===== src/rtl/p05_arb_pkg.sv =====
// p05_arb_pkg: shared FSM state type and default sizing constants for the round-robin arbiter.
package p05_arb_pkg;
   typedef enum logic [1:0] {IDLE, GRANT, RELEASE} state_t;
   localparam int N_REQ_DEFAULT = 4;
   localparam int MAX_HOLD_DEFAULT = 15;
endpackage


===== src/rtl/p05_rr_pick.sv =====
// p05_rr_pick: combinational search for the first set request at or above ptr, wrapping to 0.
module p05_rr_pick #(
   parameter int N = 4,
   parameter int W = $clog2(N)
) (
   input  logic [N-1:0] req,
   input  logic [W-1:0] ptr,
   output logic         found,
   output logic [W-1:0] idx
);
   logic [W:0]   s;
   logic [W-1:0] j;
   // Scan farthest-first so the candidate nearest ptr is the last one written.
   always_comb begin
      found = |req;
      idx = '0;
      s = '0;
      j = '0;
      for (int k = N - 1; k >= 0; k--) begin
         s = {1'b0, ptr} + (W+1)'(k);
         j = (s >= (W+1)'(N)) ? W'(s - (W+1)'(N)) : W'(s);
         if (req[j]) idx = j;
      end
   end
endmodule


===== src/rtl/p05_rr_arbiter.sv =====
// p05_rr_arbiter: round-robin arbiter with held grants and a dead cycle between grants.
// Define P05_ARB_TIMEOUT_EN to revoke a grant after MAX_HOLD cycles.
module p05_rr_arbiter
   import p05_arb_pkg::*;
#(
   parameter int N_REQ = N_REQ_DEFAULT,
   parameter int MAX_HOLD = MAX_HOLD_DEFAULT
) (
   input  logic                       clk,
   input  logic                       rst,
   input  logic [N_REQ-1:0]           req,
   output logic [N_REQ-1:0]           gnt,
   output logic                       gnt_valid,
   output logic [$clog2(N_REQ)-1:0]   gnt_id,
   output logic                       timeout
);
   localparam int W = $clog2(N_REQ);
   state_t           state_q;
   logic [N_REQ-1:0] gnt_q;
   logic [W-1:0]     gnt_id_q;
   logic [W-1:0]     ptr_q;
   logic             gnt_valid_q;
   logic             pick_found;
   logic [W-1:0]     pick_idx;
`ifdef P05_ARB_TIMEOUT_EN
   localparam logic [7:0] HOLD_LAST = 8'(MAX_HOLD - 1);
   logic [7:0] hold_q;
   logic       timeout_q;
`endif
   p05_rr_pick #(.N(N_REQ)) u_pick (
      .req   (req),
      .ptr   (ptr_q),
      .found (pick_found),
      .idx   (pick_idx)
   );
   always_ff @(posedge clk) begin
      if (rst) begin
         state_q <= IDLE;
         ptr_q <= '0;
         gnt_q <= '0;
         gnt_valid_q <= 1'b0;
         gnt_id_q <= '0;
`ifdef P05_ARB_TIMEOUT_EN
         hold_q <= '0;
         timeout_q <= 1'b0;
`endif
      end else begin
`ifdef P05_ARB_TIMEOUT_EN
         timeout_q <= 1'b0;
`endif
         if (state_q == GRANT) begin
            if (!req[gnt_id_q]) begin
               state_q <= RELEASE;
               gnt_q <= '0;
               gnt_valid_q <= 1'b0;
               gnt_id_q <= '0;
`ifdef P05_ARB_TIMEOUT_EN
            end else if (hold_q == HOLD_LAST) begin
               state_q <= RELEASE;
               gnt_q <= '0;
               gnt_valid_q <= 1'b0;
               gnt_id_q <= '0;
               timeout_q <= 1'b1;
            end else begin
               hold_q <= hold_q + 8'd1;
`endif
            end
         end else if (pick_found) begin
            state_q <= GRANT;
            gnt_q <= N_REQ'(1) << pick_idx;
            gnt_valid_q <= 1'b1;
            gnt_id_q <= pick_idx;
            ptr_q <= (pick_idx == W'(N_REQ - 1)) ? '0 : pick_idx + 1'b1;
`ifdef P05_ARB_TIMEOUT_EN
            hold_q <= '0;
`endif
         end else begin
            state_q <= IDLE;
         end
      end
   end
   assign gnt = gnt_q;
   assign gnt_valid = gnt_valid_q;
   assign gnt_id = gnt_id_q;
`ifdef P05_ARB_TIMEOUT_EN
   assign timeout = timeout_q;
`else
   assign timeout = 1'b0;
`endif
endmodule


===== config.mk =====
export PLATFORM = sky130hd
export DESIGN_NAME = p05_rr_arbiter
export DESIGN_NICKNAME = d
export VERILOG_FILES = /design/src/rtl/p05_arb_pkg.sv /design/src/rtl/p05_rr_pick.sv /design/src/rtl/p05_rr_arbiter.sv
export SDC_FILE = /design/constraint.sdc
export NUM_CORES = 1
export LEC_CHECK = 0
export ABC_AREA = 1
export CAP_MARGIN = 20
export CORE_AREA = 3 3 43 45
export CTS_BUF_LIST = sky130_fd_sc_hd__clkbuf_4 sky130_fd_sc_hd__clkbuf_8
export CTS_CLUSTER_DIAMETER = 80
export DETAILED_ROUTE_END_ITERATION = 7
export DIE_AREA = 0 0 46 48
export GPL_TIMING_DRIVEN = 0
export PLACE_DENSITY = 0.73
export SYNTH_ARGS = -nofsm -noshare
export SYNTH_HDL_FRONTEND = slang
export SYNTH_SLANG_ARGS = --single-unit

===== constraint.sdc =====
create_clock -name clk -period 1.6 [get_ports clk]
set_input_delay 0.16 -clock clk [delete_from_list [all_inputs] [get_ports clk]]
set_output_delay 0.16 -clock clk [all_outputs]
set_load 0.05 [all_outputs]

* Word level (Yosys, flattened, before mapping)
Index checks and enable logic that the tools add are counted.
Operators by class: muxes and demuxes 31, reductions and logical operators 4, bitwise operators 1, add/sub/neg operators 8, $lt $le $gt $ge 9, equality and inequality tests 3, shifts and indexed selects 1
Operators by type and width (number):
- $mux 2 | 14
- $lt 2x3->1 const B | 5
- $mux 4 | 3
- $bmux 1 s2 | 5
- $ge 3x3->1 const B | 3
- $mux 1 | 9
- $sub 2x1->2 const B | 4
- $add 2x2->3 const B | 2
- $reduce_and 2->1 | 2
- $reduce_or 4->1 | 1
- $shl 1x2->4 const A | 1
- $add 2x1->3 const B | 1
- $ge 2x3->1 const B | 1
- $add 2x1->2 const B | 1
- $eq 2x1->1 const B | 1
- $eq 2x2->1 const B | 1
- $ne 2x2->1 const B | 1
- $reduce_bool 2->1 | 1
- $not 1->1 | 1
Word-level totals: register bits 11, output and inout bits 8, input port bits 6

* Depth between registers and ports, before layout
Gate-level depths: netlist (run 1).
word-level depth 12, gate-level depth with buffers 13, depth with buffers taken out 12

* Modules after synthesis
Synthesis (run 1) repeated with hierarchy kept, for this count alone.
Second synthesis, totals: cell total of the unflattened synthesis 112, area, all modules 725.7 sq um
Modules (own cells, without submodules):
- p05_rr_arbiter | instances 1, area each 536.8 sq um, cells each 66, sequential area each 220.2 sq um
- p05_rr_pick | instances 1, area each 188.9 sq um, cells each 46, sequential area each 0.0 sq um

* Least setup slack after synthesis (run 1)
Ideal clock, no wire load.
path type reg-to-reg, start register ptr_q[0], end register ptr_q[1], cell stages (with the launch flop) 12, setup slack 0.068 ns, arrival 1.412 ns, path through dfxtp_1 > buf_6 > nand2_1 > o21ai_1 > nand2_1 > nand3_2 > nand2_1 > nand2_1 > nand2_2 > ha_1 > o21ai_0 > a21oi_1
On the way: longest elaborated chain between the ends 11, elaborated cells on any way between the ends 30
RTL lines:
- start: declaration | line p05_rr_arbiter.sv:21 | logic [W-1:0] ptr_q;
- start signal: assignment | line p05_rr_arbiter.sv:73 | ptr_q <= (pick_idx == W'(N_REQ - 1)) ? '0 : pick_idx + 1'b1;
- $add 2x2->3 | line p05_rr_pick.sv:20 | s = {1'b0, ptr} + (W+1)'(k);
- $ge 3x3->1 / $sub 2x1->2 (equally long branches) | line p05_rr_pick.sv:21 | j = (s >= (W+1)'(N)) ? W'(s - (W+1)'(N)) : W'(s);
- $mux 2 | line p05_rr_pick.sv:21
- $bmux 1 s2 | line p05_rr_pick.sv:22 | if (req[j]) idx = j;
- $mux 1 (not written as such) | line p05_rr_pick.sv:22
- $mux 2 (3 in a row) | line p05_rr_pick.sv:22
- $mux 2 * | line p05_rr_pick.sv:22
- $add 2x1->2 / $eq 2x2->1 (equally long branches) | line p05_rr_arbiter.sv:73
- $mux 2 * | line p05_rr_arbiter.sv:73
Mark *: on every way between the ends. The rest lies on a longest branch, timed or not. The select of a mux whose other input is x is not followed. A chain may end at the register's enable or synchronous reset.

* Final worst setup path (run 1)
start input port req[0], end register gnt_q[0] (netlist: gnt[0])
On the way: longest elaborated chain between the ends 9, elaborated cells on any way between the ends 21
RTL lines:
- start: declaration | line p05_rr_arbiter.sv:11 | input logic [N_REQ-1:0] req,
- $bmux 1 s2 | line p05_rr_pick.sv:22
- $mux 1 (not written as such) | line p05_rr_pick.sv:22
- $mux 2 (4 in a row) | line p05_rr_pick.sv:22
- $shl 1x2->4 | line p05_rr_arbiter.sv:70 | gnt_q <= N_REQ'(1) << pick_idx;
- $mux 4 | line p05_rr_arbiter.sv:68 | end else if (pick_found) begin
- $mux 4 | line p05_rr_arbiter.sv:51 | if (state_q == GRANT) begin
- end signal: assignment | line p05_rr_arbiter.sv:70
- end: declaration | line p05_rr_arbiter.sv:19 | logic [N_REQ-1:0] gnt_q;
Several ways; a longest one is shown, not always the timed one. The select of a mux whose other input is x is not followed.

==> flow_summary.yaml, run 1 <==
run_status:
  outcome: "complete, no violations"
power:
  peakVddDrop_v: 0.00134
  p_leak_nw: 0.503
  power-per-cell-area_nw_per_um2: 1940
setup_path:
  worstSetupStartpointType: "input port"
  path_cells: "clkdlybuf4s50_1 -> inv_1 -> nand2_1 -> nand3_2 -> nand2_2 -> nand3_4 -> nand2_2 -> nand2_2 -> nand2_4 -> inv_2 -> ha_2 -> nand2_2 -> a21oi_2"
  crit_path_frequent_cell: "nand2_2"
  critPathKind: "in2reg"
  path_max_fanout: 5
  critPathRequiredTime_ns: 1.75
  crit_slowest_cell: "clkdlybuf4s50_1"
  path_buf_inv: 3
  cp-end-kind: "flip-flop"
  critPathMaxStageDelay_ns: 0.48
  arrival_ns: 1.72
  crit_family: "simple AND/OR/NAND/NOR gates"
global_routing:
  overflow: 0
  grt.total_usage_pct: 15.5
  grt_pass1_wl_um: 2380
  grt_antenna_before_repair: 0
  grt_pass1_vias: 592
  grt_max_degree: 11
sta:
  worstMarginPinSlew_ns: 0.523
  finalHoldViolCount: 0
  relSlewSlack_pct: 65.1
  finalSetupViolations: 0
  rsz0062_at_grt: "yes"
  hold_slack_ns: 0.262
  slew_viol_final: 0
  period_minus_slack_ns: 1.57
  min_period_over_period_pct: 98.2
  fmax_mhz: 637
  finClkSkew_ns: 0.00204
synth:
  ys_seq_area_share_pct: 32.6
  synth_top_area_share_pct: 32.6
  yosys.cell_types.count: 20
  yosysTopAreaCell: "dfxtp_1"
  synth_area_leaders: "dfxtp_1, nand2_1, nand3_1"
  syn_inst: 102
  ys_ff_latch: 11
  synth.avg_cell_area_um2: 6.62
  netlist_area_um2: 676
  yosysWarnings: 0
  synth_nets: 112
place:
  place.gp.congestion: 0.842
  portBuffers: 11
  dp.final_hpwl_um: 1080
finish:
  synthToLayoutAreaGrowth_pct: 43.3
  drive_above_1_share_pct: 36.1
  fillCellCount: 140
  nNetsFinal: 130
  num_antenna_cells: 0
  final_util_pct: 64.3
clock_tree:
  clkTransAtPathRegs_ns: 0.07
  clk_latency_ns: 0.27
  clock_sink_count: 11
  cts_buffers: 3
  root_buffer: "clkbuf_4"
  tritoncts: "built"
  clk_path_buf_depth: 2
  cts_hold_buf: 0
  h-tree-depth: 1
route:
  first_pass_iters: 4
  route.met2.wl_um: 853
  routedWlPerCell_um: 12.5
  drt_iter0_drc: 18
  wl_met1_um: 704
  wirelength_um: 1690
  drc_errors: 0
  top_layer: "met4"
  vias_per_cell: 5.27
  vias: 712
  antenna_left: 0
  routed-wl-met3_um: 80
floorplan:
  core_area_um2: 1510
  die_w_um: 46
  initial_core_util_pct: 44.9
  chipHeight_um: 48
  row_count: 14
  io_pins: 14
  die_area_um2: 2210
min_path:
  hold_class: "in2reg"
run:
  cap_violations: 0
[layout by cell type (no fill, tap or decap), drive strengths merged]
cell,Yosys,layout
dlymetal6s2s,0,6
and2,1,1
ha,4,4
o21ai,5,5
nor2,6,6
inv,14,14
buf,3,5
dfxtp,11,11
clkdlybuf4s50,0,3
o211ai,1,1
nand2,31,31
nand3,13,13
nand4,2,2
dlygate4sd2,0,2
a21oi,10,10
clkbuf,0,4
conb,1,1
[worst paths after layout]
check | from | depth (start not counted) | to | slack [ns]
setup / recovery | req[0] | 13 | gnt[0]$_SDFFE_PP0P_ | 0.03
hold / removal | rst | 2 | gnt_id[0]$_SDFFE_PP0P_ | 0.26
setup reg to reg | ptr_q[0]$_SDFFE_PP0P_ | 12 | gnt[0]$_SDFFE_PP0P_ | 0.04
hold reg to reg | gnt[3]$_SDFFE_PP0P_ | 2 | gnt[3]$_SDFFE_PP0P_ | 0.48
[area by class of cell]
type / instances / area (µm²) / share of cell area [%]
well taps: 16 / 20.0 / 2.07
clock buffers: 4 / 30.0 / 3.10
flip-flops and latches: 11 / 228 / 23.5
plain buffers: 3 / 22.5 / 2.33
multi-input cells: 74 / 474 / 49.0
repair buffers: 13 / 141 / 14.6
inverters: 14 / 52.6 / 5.43
[cell families (layout without fill, tap and decap cells)]
family,after synthesis,after routing,synth area share (%)
adders and majority gates,4,4,7.41
DFF,11,11,32.6
and+or+nand+nor,53,53,35.6
buffers and inverters,17,34,11.1
AOI/OAI and AO/OA,16,16,12.8
other,1,1,0.555
[through the flow]
| step | total power (W) | setup TNS (ns) | std cells | worst slack (ns) | area, µm² |
|---|---|---|---|---|---|
| floorplan | 0.00116 | 0 | 102 | 0.0680 | 676 |
| global placement | 0.00138 | -1.29 | 129 | -0.374 | 806 |
| detailed placement | 0.00140 | -1.32 | 129 | -0.377 | 806 |
| CTS | 0.00161 | -0.0679 | 133 | -0.0616 | 842 |
| global route | 0.00201 | -0.159 | 135 | -0.0653 | 968 |
| finish | 0.00188 | 0 | 135 | 0.0290 | 968 |
[Yosys cell counts (all sizes together)]
cell,number
buf,3
and2,1
nand3,13
dfxtp,11
o21ai,5
inv,14
nand4,2
nor2,6
nand2,31
ha,4
o211ai,1
a21oi,10
conb,1
[power breakdown]
group / switching (W) / internal, W / total [W]
sequential: 0.0000718 / 0.000375 / 0.000447
clock: 0.0000910 / 0.000113 / 0.000204
combinational: 0.000784 / 0.000447 / 0.00123
[what timing repair did]
| item | CTS | global route |
|---|---|---|
| pin swaps | 0 | 14 |
| cloned | 0 | 1 |
| setup endpoints to repair | 5 | 8 |
| endpoints found under the hold margin | 0 | 0 |
| buffers inserted | 0 | 1 |
| resized for setup | 5 | 38 |
[sequential cells by signal, summed over array words and instances, names as in the netlist]
| name | flops |
|---|---|
| gnt | 4 |
| ptr_q | 2 |
| gnt_id | 2 |
| state_q | 2 |
| gnt_valid | 1 |
[layer usage]
layer  up-vias  global-route usage, %
li1        361                      -
met1       324                   17.7
met2        21                   25.5
met3         6                   3.76
met4         0                   10.2
met5         -                      0
(Power assumes the default switching activity.)
==> inputs of run 2 (changes only) <==
- CAP_MARGIN: 20 -> unset
- CORE_AREA: 3 3 43 45 -> 3 3 44 46
- DIE_AREA: 0 0 46 48 -> 0 0 47 49
- PLACE_DENSITY: 0.73 -> 0.74
- SYNTH_HIERARCHICAL: unset -> 1
- TNS_END_PERCENT: unset -> 10
==> run 2 against run 1 <==
The flow now finishes with violations (negative setup slack). Total power grew 19%. Clock power is essentially flat. Global-route usage shrank 0.98 points. Flip-flop and latch count is the same. Critical path type unchanged.
==> flow_summary.yaml, run 2 <==
run_status:
  outcome: "complete, but fails checks"
  violations: "negative setup slack"
clock_tree:
  cts_hold_buf: 0
  root_buffer: "clkbuf_4"
  h-tree-depth: 1
  clk_latency_ns: 0.27
  cts_buffers: 3
  clkTransAtPathRegs_ns: 0.07
  clock_sink_count: 11
  tritoncts: "built"
  clk_path_buf_depth: 2
route:
  vias_per_cell: 5.20
  drt_iter0_drc: 24
  wirelength_um: 1780
  antenna_left: 0
  top_layer: "met4"
  drc_errors: 0
  first_pass_iters: 4
  vias: 765
  routedWlPerCell_um: 12.1
  wl_met1_um: 746
  routed-wl-met3_um: 132
  route.met2.wl_um: 878
sta:
  finalHoldViolCount: 0
  period_minus_slack_ns: 1.64
  fmax_mhz: 610
  fin_tns_setup_ns: -0.0916
  slew_viol_final: 0
  worstMarginPinSlew_ns: 0.500
  rsz0062_at_grt: "yes"
  hold_slack_ns: 0.251
  min_period_over_period_pct: 103
  finalSetupViolations: 4
  relSlewSlack_pct: 66.6
  finClkSkew_ns: 0.00257
  setup_slack_ns: -0.0404
synth:
  synthXorXnorAreaFrac_pct: 0
  yosysTopAreaCell: "dfxtp_1"
  synth-simple-area-share_pct: 44.5
  synth_most_common_cell: "nand2_1"
  yosys.cell_types.count: 20
  netlist_area_um2: 726
  ys_seq_area_share_pct: 30.3
  syn_inst: 112
  synth_commonest_cells: "nand2_1, nand3_1, inv_1"
  synth_edf_count: 0
  synthFlopType: "dfxtp_1"
  synth_compound_area_share_pct: 6.21
  yosys.area_share.adder_pct: 6.90
  synth_top_family_by_area: "simple AND/OR/NAND/NOR gates"
  synth_area_leaders: "dfxtp_1, nand2_1, nand3_1"
  async_flop_share_pct: 0
  synth_nets: 122
  synth_top_area_share_pct: 30.3
  yosysWarnings: 6
  synth.avg_cell_area_um2: 6.48
  synthMuxAreaShare_pct: 0
  ys_ff_latch: 11
place:
  portBuffers: 11
  place.gp.congestion: 0.754
  dp.final_hpwl_um: 1150
  pre_cts_ws_ns: -0.374
floorplan:
  die_area_um2: 2300
  initial_core_util_pct: 47.1
  die_w_um: 47
  chipHeight_um: 49
  row_count: 14
  core_area_um2: 1540
  io_pins: 14
finish:
  nNetsFinal: 142
  fillCellCount: 122
  drive_above_1_share_pct: 34.4
  num_antenna_cells: 0
  synthToLayoutAreaGrowth_pct: 40.9
  largest_reg_flops: 4
  final_common_cell: "nand2_1"
  mostFrequentLayoutCells: "nand2_1, nand2_2, nand3_1"
min_path:
  hold_class: "in2reg"
global_routing:
  grt_pass1_wl_um: 2540
  overflow: 0
  grt_pass1_vias: 669
  grt_antenna_before_repair: 0
  grt.total_usage_pct: 14.5
  grt_max_degree: 11
power:
  p_leak_nw: 0.560
  power_w: 0.00224
  peakVddDrop_v: 0.00145
  power-per-cell-area_nw_per_um2: 2190
setup_path:
  cp-end-kind: "flip-flop"
  worstSetupStartpointType: "input port"
  critPathRequiredTime_ns: 1.75
  critPathKind: "in2reg"
  arrival_ns: 1.79
  path_max_fanout: 4
run:
  cap_violations: 0
-- run 2: cell count changes after synthesis, sizes merged --
| cell | change |
|---|---|
| a21oi | -4 |
| and2 | -1 |
| buf | -1 |
| clkinv | +1 |
| inv | +1 |
| nand2 | +10 |
| nand3 | +3 |
| nand4 | -1 |
| nor2 | +5 |
| o211ai | -1 |
| o21ai | -2 |
-- run 2: path summary, 6_finish.rpt --
path,endpoint,slack (ns),from,cells past startpoint
hold reg to reg,gnt[1]$_SDFFE_PP0P_,0.48,gnt[1]$_SDFFE_PP0P_,2
setup reg to reg,gnt[1]$_SDFFE_PP0P_,-0.03,ptr_q[0]$_SDFFE_PP0P_,13
setup / recovery,gnt[1]$_SDFFE_PP0P_,-0.04,req[1],14
hold / removal,state_q[1]$_SDFFE_PP0P_,0.25,rst,2
-- run 2: cells by family (layout without fill, tap and decap cells) --
kind of cell / count (synthesis) / in the layout
other cells: 1 / 1
compound gates: 9 / 9
fa+ha+maj: 4 / 4
simple gates: 69 / 69
flops: 11 / 11
buf+inv: 18 / 37
-- run 2: cell type report --
| class | instances | area, µm² | area share, % |
|---|---|---|---|
| plain buffers | 2 | 11.3 | 1.10 |
| inverters | 16 | 82.6 | 8.08 |
| clock buffers | 4 | 30.0 | 2.94 |
| multi-input cells | 83 | 505 | 49.4 |
| flip-flops and latches | 11 | 228 | 22.3 |
| well taps | 16 | 20.0 | 1.96 |
| repair buffers | 15 | 145 | 14.2 |
-- run 2: what timing repair did --
| action | CTS | global route |
|---|---|---|
| setup endpoints to repair | 6 | 10 |
| buffers inserted | 0 | 4 |
| gates cloned | 0 | 0 |
| pin swaps | 1 | 15 |
| resized for setup | 8 | 36 |
-- run 2: metal layers --
layer / vias up / track usage, %
met3: 3 / 5.54
li1: 388 / -
met4: 0 / 1.38
met2: 30 / 24.7
met5: - / 0
met1: 344 / 17.3
-- run 2: report_power, final --
part	switching, W	internal, W
clock network	0.0000899	0.000113
logic	0.000969	0.000564
registers	0.000113	0.000389
total	0.00117	0.00107
-- run 2: metrics by stage --
step,util [%],cells,cell area (µm²)
3_5_place_dp,55.6,139,857
6_report,66.3,147,1020
3_3_place_gp,55.6,139,857
2_1_floorplan,-,112,727
4_1_cts,57.6,143,888
5_1_grt,66.3,147,1020
-- run 2: worst max-delay path: stages --
cell,delay (ns)
clkdlybuf4s50_1,0.51
inv_2,0.07
nand2_1,0.11
nand3_2,0.11
nand2_1,0.10
nand2_2,0.06
nand2_1,0.06
nand2_1,0.05
nand2_1,0.07
inv_2,0.06
buf_4,0.13
ha_2,0.17
nand2_2,0.06
a21oi_2,0.04
